$ cat src/rtl/interrupt_controller_n.sv
// NUM_SRC-source maskable interrupt controller with level/edge modes, W1C pending and a registered priority ID.
// Optional software-set register at address 5 is built only when IRQ_SW_SET_EN is defined.
module interrupt_controller_n #(
    parameter int NUM_SRC       = 8,
    parameter int DATA_REG_BITS = 32,
    parameter int ID_BITS       = 5
) (
    input  logic                     clk,
    input  logic                     rst,
    input  logic [2:0]               address,
    input  logic                     wr,
    input  logic [DATA_REG_BITS-1:0] wr_data,
    input  logic [NUM_SRC-1:0]       src,
    output logic [DATA_REG_BITS-1:0] rd_data,
    output logic [ID_BITS-1:0]       irq_id,
    output logic                     irq_id_valid,
    output logic                     irq
);

    logic [NUM_SRC-1:0] r_mask;
    logic [NUM_SRC-1:0] r_mode;
    logic [NUM_SRC-1:0] r_pending;
    logic [NUM_SRC-1:0] r_src_prev;
    logic [ID_BITS-1:0] r_irq_id;
    logic               r_irq_id_valid;

    logic [NUM_SRC-1:0] w_event;
    logic [NUM_SRC-1:0] w_set;
    logic [NUM_SRC-1:0] w_clr;
    logic [NUM_SRC-1:0] w_pending_nxt;
    logic               w_unused_wr_data;

    // Scan downward so the lowest set index is the last one written.
    function automatic logic [ID_BITS-1:0] lowest_idx(input logic [NUM_SRC-1:0] v);
        logic [ID_BITS-1:0] idx;
        idx = {ID_BITS{1'b0}};
        for (int i = NUM_SRC - 1; i >= 0; i--) begin
            if (v[i]) begin
                idx = ID_BITS'(i);
            end
        end
        return idx;
    endfunction

    assign w_event = (src & ~r_src_prev & r_mode) | (src & ~r_mode);
    assign w_clr   = (wr && (address == 3'd3)) ? wr_data[NUM_SRC-1:0] : {NUM_SRC{1'b0}};

`ifdef IRQ_SW_SET_EN
    logic [NUM_SRC-1:0] w_sw_set;
    assign w_sw_set = (wr && (address == 3'd5)) ? wr_data[NUM_SRC-1:0] : {NUM_SRC{1'b0}};
    assign w_set    = w_event | w_sw_set;
`else
    assign w_set    = w_event;
`endif

    // Mask dominates, then set beats a simultaneous clear so no event is lost.
    assign w_pending_nxt    = r_mask & (w_set | (r_pending & ~w_clr));
    assign w_unused_wr_data = ^wr_data;

    // Control/status registers, edge history and the registered priority ID.
    always_ff @(posedge clk) begin
        if (rst) begin
            r_mask         <= {NUM_SRC{1'b0}};
            r_mode         <= {NUM_SRC{1'b0}};
            r_pending      <= {NUM_SRC{1'b0}};
            r_src_prev     <= {NUM_SRC{1'b0}};
            r_irq_id       <= {ID_BITS{1'b0}};
            r_irq_id_valid <= 1'b0;
        end else begin
            r_src_prev     <= src;
            r_pending      <= w_pending_nxt;
            r_irq_id       <= lowest_idx(r_pending);
            r_irq_id_valid <= |r_pending;
            if (wr && (address == 3'd0)) begin
                r_mask <= wr_data[NUM_SRC-1:0];
            end
            if (wr && (address == 3'd1)) begin
                r_mode <= wr_data[NUM_SRC-1:0];
            end
        end
    end

    // Read mux; unmapped addresses and unused upper bits read zero.
    always_comb begin
        rd_data = {DATA_REG_BITS{1'b0}};
        case (address)
            3'd0: rd_data[NUM_SRC-1:0] = r_mask;
            3'd1: rd_data[NUM_SRC-1:0] = r_mode;
            3'd2: rd_data[NUM_SRC-1:0] = src;
            3'd3: rd_data[NUM_SRC-1:0] = r_pending;
            3'd4: begin
                rd_data[ID_BITS-1:0] = r_irq_id;
                rd_data[8]           = r_irq_id_valid;
            end
            default: rd_data = {DATA_REG_BITS{1'b0}};
        endcase
    end

    assign irq          = |r_pending;
    assign irq_id       = r_irq_id;
    assign irq_id_valid = r_irq_id_valid;

endmodule

$ cat config.mk
export PLATFORM = sky130hd
export DESIGN_NAME = interrupt_controller_n
export DESIGN_NICKNAME = d
export VERILOG_FILES = /design/src/rtl/interrupt_controller_n.sv
export SDC_FILE = /design/constraint.sdc
export NUM_CORES = 1
export LEC_CHECK = 0
export BUFFER_PORTS_ARGS = -buffer_cell sky130_fd_sc_hd__buf_2
export CELL_PAD_IN_SITES_DETAIL_PLACEMENT = 0
export CELL_PAD_IN_SITES_GLOBAL_PLACEMENT = 1
export CORE_ASPECT_RATIO = 2
export CORE_MARGIN = 10
export CORE_UTILIZATION = 36
export CTS_CLUSTER_DIAMETER = 150
export CTS_CLUSTER_SIZE = 12
export DETAILED_ROUTE_END_ITERATION = 8
export PLACE_DENSITY = 0.85
export SLEW_MARGIN = 20
export SYNTH_ARGS = -nofsm -noshare
export SYNTH_HDL_FRONTEND = slang
export SYNTH_SLANG_ARGS = --single-unit
$ cat constraint.sdc
create_clock -name clk -period 3.8 [get_ports clk]
set_clock_uncertainty 0.05 [all_clocks]
set_input_delay 0.76 -clock clk [delete_from_list [all_inputs] [get_ports clk]]
set_output_delay 0.76 -clock clk [all_outputs]
set_load 0.02 [all_outputs]
; After elaboration in Yosys (flattened, before gate mapping)
; Cells that the tools add are included.
[totals]
mem_bits_ro = 0
latch_bits = 0
mem_count = 0
output_inout_bits = 39
ram_bits = 0
input_bits = 46
reg_bits = 38
wordCells = 43
[op_classes]
add_sub_neg = 0
muxes = 11
multipliers = 0
reduce_logical = 9
n_bitwise = 10
eq_ne = 4
shifts = 0
magnitude_cmp = 0
n_div = 0
[ops]
columns = cell, count
row1 = 8-bit AND, 5
row2 = 5-bit case mux with 5 select lines, 1
row3 = 8-bit NOT, 3
row4 = 8-bit bitwise OR, 2
row5 = 8-bit OR reduction, 2
row6 = 3-bit two-way mux, 4
row7 = 3-bit case mux with 4 select lines, 1
row8 = 8-bit two-way mux, 1
row9 = "3-bit by 2-bit == test with 1-bit output, second input constant", 2
row10 = 5-bit OR reduction, 1
row11 = 2-bit two-way mux, 2
row12 = "3-bit by 1-bit == test with 1-bit output, second input constant", 1
row13 = "3-bit == test, second input constant", 1
row14 = 1-bit logical AND, 3
row15 = 3-bit zero test, 1
row16 = 3-bit OR reduction, 1
row17 = 1-bit two-way mux, 2
row18 = 2-bit OR reduction, 1

; Depth between registers and ports, before layout
; Gate-level depths: netlist of run 1.
[depth]
ltp_word = 7
depth_mapped = 5

; Worst setup path after synthesis of run 1
; OpenSTA, ideal clock, no wires.
[synth_path]
path_kind = input to output
startpoint = input address[0]
endpoint = output rd_data[5]
required_ns = 2.990
setup_slack_ns = 1.210
n_path_buf = 2
arrival_ns = 1.780
stages = 4
path_cell_list = buf_4 -> buf_4 -> mux4_1 -> nor2b_1
[synth_between]
elab_chain_len = 2
elab_cells_between_ends = 5
cone_classes = eq/ne (3) / mux (1) / reduce/logical (1)
[synth_lines]
columns = item, line
row1 = from (decl), 10  ; input logic [2:0] address,
row2 = 3-bit by 2-bit == test with 1-bit output (tied with other cells), 86  ; case (address)
row3 = 3-bit case mux with 4 select lines *, 86
row4 = to (decl), 14  ; output logic [DATA_REG_BITS-1:0] rd_data,
; Mark *: on every way between the ends. The rest lies on a longest branch, timed or not.

; Worst setup path in the final report of run 1
[layout_path]
startpoint = input address[1]
endpoint = output rd_data[6]
; Same word-level chain as after synthesis.

==> out/summary.txt, run 1 <==
Status: completed
Final setup violating endpoints: 0
Post-route cell area: 2080 sq um
Worst Setup Path Type: input pin to output port
Placement Cell Area: 1980 sq um
Via count: 1,455
CTS tree: built
Setup bufs post-CTS: 0
CP max FO: 17
Worst R2R Start: r_pending[4]$_SDFF_PP0_
Maximum clock path buffer count: 2
Max Cap Viol: 0
Non-filler instance count after layout: 288
CP Data Arrival Time: 2.02 ns
Detailed Routing Iterations Pass 1: 4
Synthesized area: 1880 sq um
Share of the synthesized area in the top cell type: 38.4%
Clock sink count: 36
Hold path endpoint: r_mask[1]$_SDFFE_PP0P_
IO buf count: 35
Fill cells: 537
P&R area growth vs syn: 10.8%
# diodes: 0
Post-synthesis register bit count: 36
Mean post-synth cell area: 9.39 sq um
Leak pwr: 0.846 nW
Flop2flop setup slack: 2.25 ns
Unique cell type count in the Yosys netlist: 32
Psw: 0.198 mW
Detailed placer's ending HPWL: 3420 um
GP Congestion: 0.800
Post-route minimum period: 2.83 ns
Final #Nets: 276
Clk_lat worst skew: 0.29 ns
Setup_tns: 0 ns
CTS buffer count: 5
Rows: 37
Largest net degree at the start of global routing: 37
Antenna violations before repair: 0
Ys Warns: 0
Switching fraction of total power: 25.4%
Worst-Margin Slew: 0.920 ns
Post-CTS Hold Buffers: 0
Post-CTS sizing: 0
Met1 GRT Util: 10.4%
Share of flip-flops with an asynchronous set or reset: 0%
Die area: 8680 sq um
Gate Count Post-Synth: 200
Dpl cells: 281
Max Fclk: 0.353 GHz
H-tree depth: 2
Crit Reg-Reg Endpoint: irq_id_valid$_SDFF_PP0_
Die Height: 122 um
Crit end category: output port
Starting Density: 36.9%
Vias in the first global route: 1,479
Final WL: 4450 um
Initial detailed-routing violation count: 19
Worst Hold Path Cells: 2
Power Density: 376 nW/um^2
Die Wd: 71.1 um
Power Total: 0.781 mW
GRT Util Overall: 10.5%
Routed len/inst: 15.4 um
Sequential area share after synthesis: 38.4%
DRC violations left: 0
CP Launch Type: input pin
Final worst-path cycle share: 74.5%
Clock transition at path regs: 0.06 ns
Post-synth EDFFs: 0
Combinational power share: 13.1%
Clock power frac: 36.7%
Worst EP required: 2.99 ns
Power share of the sequential group: 50.1%
Global-route wire length before repair: 7270 um
Internal: 0.583 mW
FF-to-FF path depth: 3
CTS root buf: clkbuf_8
Ports: 85
Area contributors post-synth: dfxtp_1 38%, buf_4 11%, nor2b_1 7.7%, mux2i_1 6.4%, mux4_2 6.0%
Share of cells above drive strength 1: 22.6%
Slew Viols, Final: 0
Gr busiest metal: met2
Rel. slew slack: 37.8%
Total grt overflow: 0
M2 GR Usage: 18.6%
Hold Crit Start: r_mask[1]$_SDFFE_PP0P_
Hold slack: 0.423 ns
Met3 track demand over resource: 3.50%
Core Footprint: 5090 sq um
Synth Flop Type: dfxtp_1
RSZ-0062 raised after global routing: no
DRT antenna net count: 0
Largest area contributor in the netlist: dfxtp_1
Class of the worst hold path: register to register
Hold Fails Final Rpt: 0
Vias per cell: 5.05
Peak VDD IR: 0.211 mV
-- how the worst max path moves through the flow --
stage,start,endpoint,slack (ns),cells after the start
6_report,address[1],rd_data[6],0.97,4
5_1_grt,address[0],rd_data[5],0.89,4
4_1_cts,address[1],rd_data[6],0.95,4
3_5_place_dp,address[1],rd_data[6],0.95,4
3_3_place_gp,address[1],rd_data[6],0.95,4
2_1_floorplan,address[0],rd_data[5],1.21,4
-- kinds of logic (layout without fill, tap and decap cells) --
logic type,after synthesis,in the layout,synth area share [%]
AOI/OAI and AO/OA,27,27,9.59
buffers and inverters,38,44,13.3
other,1,25,0.200
muxes,18,18,13.8
and+or+nand+nor,80,80,24.8
DFF,36,36,38.4
-- routing by layer --
layer,vias up,share of wire [%]
li1,703,-
met1,699,38
met2,47,53
met3,6,6.6
met4,0,2.7
met5,-,0
-- worst max-delay path, cell delays in order --
cell and delay (ns):
buf_2 0.38, mux4_2 0.57, nor2b_1 0.14, buf_2 0.17
-- power groups by stage --
stage          Clock, mW  Combinational (mW)  Sequential [mW]
2_1_floorplan          0              0.0941            0.400
3_3_place_gp           0               0.101            0.400
3_5_place_dp           0               0.103            0.400
4_1_cts            0.297               0.103            0.392
5_1_grt            0.313               0.113            0.393
6_report           0.287               0.103            0.392
-- cells in the final DEF (no fill, tap or decap), drive strengths merged, types with 6 or more instances in the layout --
cell and n:
a21oi 8, nor3b 8, a221oi 8, conb 25, buf 36, nor2 12
mux4 6, dfxtp 36, nor2b 24, o21ai 6, nand2 24, clkbuf 7
mux2i 12
-- metrics by stage --
stage          setup WS, ns  util (%)
2_1_floorplan          1.21         -
3_3_place_gp          0.948      39.0
3_5_place_dp          0.948      39.0
4_1_cts               0.949      40.9
5_1_grt               0.886      40.9
6_report              0.970      40.9
-- area by class of cell --
type                            instances  area [sq um]  share of cell area (%)
Clock buffer                            7          96.3                    4.63
Sequential cell                        36           721                    34.6
Timing Repair Buffer                   36           183                    8.78
Tap cell                               58          72.6                    3.49
Multi-Input combinational cell        150          1000                    48.3
Inverter                                1          3.75                   0.180
-- sequential cells by signal, summed over array words and instances (netlist names) --
name / flops
r_src_prev: 8
irq_id_valid: 1
r_mask: 8
r_pending: 8
r_mode: 8
irq_id: 3
-- cell usage after synthesis (5+ instances only) --
| master | instances |
|---|---|
| mux2i_1 | 12 |
| nand2_1 | 24 |
| a221oi_1 | 8 |
| a21oi_1 | 8 |
| nor3b_1 | 8 |
| clkbuf_1 | 5 |
| mux4_2 | 5 |
| nor2_1 | 12 |
| o21ai_0 | 6 |
| buf_4 | 27 |
| dfxtp_1 | 36 |
| nor2b_1 | 23 |
(Power assumes the default switching activity.)
==> inputs of run 2 (changes only) <==
- CORE_UTILIZATION: 36 -> 34
- PLACE_DENSITY: 0.85 -> 0.81
- clock period: 3.8 -> 2.88 ns (I/O delays scaled with it)
==> run 2 against run 1 <==
  * Combinational power is 32% higher
  * Global-route usage is 0.21 points higher
  * Via count is 0.62% lower
  * Worst setup slack lost 0.56 ns
  * Total power up 40%
  * Critical path depth is the same
  * Non-clock buffer count did not move
  * Routed wire length up 3.5%
  * Register-to-register slack worse by 0.94 ns
  * Cell area rose by 0.66%
  * Clock power increased by 54%
  * Critical path type unchanged
==> out/summary.txt, run 2 (synthesis results as in run 1) <==
Status: completed
DRT antenna net count: 0 (unchanged)
Largest net degree at the start of global routing: 37 (unchanged)
GRT Util Overall: 10.7% (+0.21 points)
GP Congestion: 0.767 (-4.2%)
IO buf count: 35 (unchanged)
CTS buffer count: 5 (unchanged)
DRC violations left: 0 (unchanged)
Slew Viols, Final: 0 (unchanged)
RSZ-0062 raised after global routing: no
Share of cells above drive strength 1: 22.5% (-0.098 points)
Fill cells: 574 (+6.9%)
CP Launch Point: address[1]
Hold Fails Final Rpt: 0 (unchanged)
Setup_tns: 0 ns (unchanged)
Worst-Margin Slew: 0.682 ns (-0.238 ns)
H-tree depth: 2 (unchanged)
Final #Nets: 276 (unchanged)
Commonest non-fill, non-tap cell in the layout: dfxtp_1
Detailed placer's ending HPWL: 3480 um (+1.7%)
Maximum clock path buffer count: 2 (unchanged)
CTS root buf: clkbuf_8
Vias per cell: 4.97 (-1.6%)
Worst EP required: 2.25 ns (-0.74 ns)
Clk_lat worst skew: 0.30 ns (about the same)
Final setup violating endpoints: 0 (unchanged)
Final WL: 4600 um (+3.5%)
Vias in the first global route: 1,556 (+5.2%)
Worst R2R Start: r_pending[5]$_SDFF_PP0_
Global-route wire length before repair: 7790 um (+7.2%)
Hold Crit Start: r_mask[7]$_SDFFE_PP0P_
Leak pwr: 0.850 nW (+0.57%)
CP max FO: 17 (unchanged)
Post-CTS sizing: 0 (unchanged)
Power Total: 1.09 mW (+40%)
Max Cap Viol: 0 (unchanged)
Die area: 9080 sq um (+4.6%)
Final worst-path cycle share: 85.6%
Starting Density: 35.0% (-1.9 points)
Routed len/inst: 15.8 um (+2.5%)
Crit end category: output port
Die Wd: 72.6 um (+2.1%)
Rel. slew slack: 54.5% (+17 points)
Die Height: 125 um (+2.4%)
# diodes: 0 (unchanged)
Clock transition at path regs: 0.07 ns (about the same)
Via count: 1,446 (-0.62%)
Max Fclk: 0.406 GHz
CP Launch Type: input pin
Post-route minimum period: 2.47 ns
Ports: 85 (unchanged)
Core Footprint: 5370 sq um (+5.5%)
Class of the worst hold path: register to register
CTS tree: built
CP Data Arrival Time: 1.84 ns (-0.18 ns)
Clock sink count: 36 (unchanged)
Detailed Routing Iterations Pass 1: 4 (unchanged)
Antenna violations before repair: 0 (unchanged)
Commonest cells after routing, fill and taps aside: 36 x dfxtp_1, 35 x buf_2, 25 x conb_1
Initial detailed-routing violation count: 21 (+2)
Peak VDD IR: 0.499 mV (+140%)
Power Density: 522 nW/um^2 (+39%)
Post-CTS Hold Buffers: 0 (unchanged)
Worst Setup Path Type: input pin to output port
Rows: 38 (+2.7%)
Total grt overflow: 0 (unchanged)
P&R area growth vs syn: 11.5%
Setup bufs post-CTS: 0 (unchanged)
-- run 2: cell type report --
| type | count | area, sq um | area share, % |
|---|---|---|---|
| timing repair buffer | 36 | 183 | 8.72 |
| tap | 60 | 75.1 | 3.58 |
| clock buffer | 6 | 72.6 | 3.46 |
| sequential | 36 | 721 | 34.4 |
| inverter | 1 | 3.75 | 0.179 |
| clock inverter | 2 | 35.0 | 1.67 |
| multi-input combinational | 150 | 1000 | 48.0 |
-- run 2: worst max-delay path, cell delays in order --
cell	delay, ns
buf_2	0.37
mux4_2	0.55
nor2b_1	0.16
buf_2	0.18
-- run 2: metrics by stage --
stage / hold WS [ns] / instance area [sq um] / util (%) / instances / setup WS, ns
4_1_cts: 0.424 / 2090 / 39.0 / 291 / 0.388
3_3_place_gp: 0.405 / 1990 / 37.0 / 283 / 0.405
2_1_floorplan: 0.390 / 1970 / - / 224 / 0.658
3_5_place_dp: 0.415 / 1990 / 37.0 / 283 / 0.393
6_report: 0.420 / 2090 / 39.0 / 291 / 0.414
5_1_grt: 0.441 / 2090 / 39.0 / 291 / 0.327
-- run 2: routing by layer --
layer	global-route usage, %	wire, um	share of wire, %
met5	0	0	0
met4	6.97	144	3.1
met2	18.1	2390	52
met3	4.51	479	10
met1	10.1	1600	35
-- run 2: power by group --
group | internal (mW) | total [mW] | leakage (nW) | switching, mW
combinational | 0.0465 | 0.136 | 0.502 | 0.0892
clock | 0.257 | 0.441 | 0.0552 | 0.184
sequential | 0.510 | 0.516 | 0.293 | 0.00628
-- run 2: final timing paths --
check                                          endpoint  slack (ns)  cells after the start
worst max register to register  irq_id_valid$_SDFF_PP0_        1.31                      3
worst min register to register   r_mask[7]$_SDFFE_PP0P_        0.42                      2
worst max-delay path                         rd_data[6]        0.41                      4
worst min-delay path             r_mask[7]$_SDFFE_PP0P_        0.42                      2
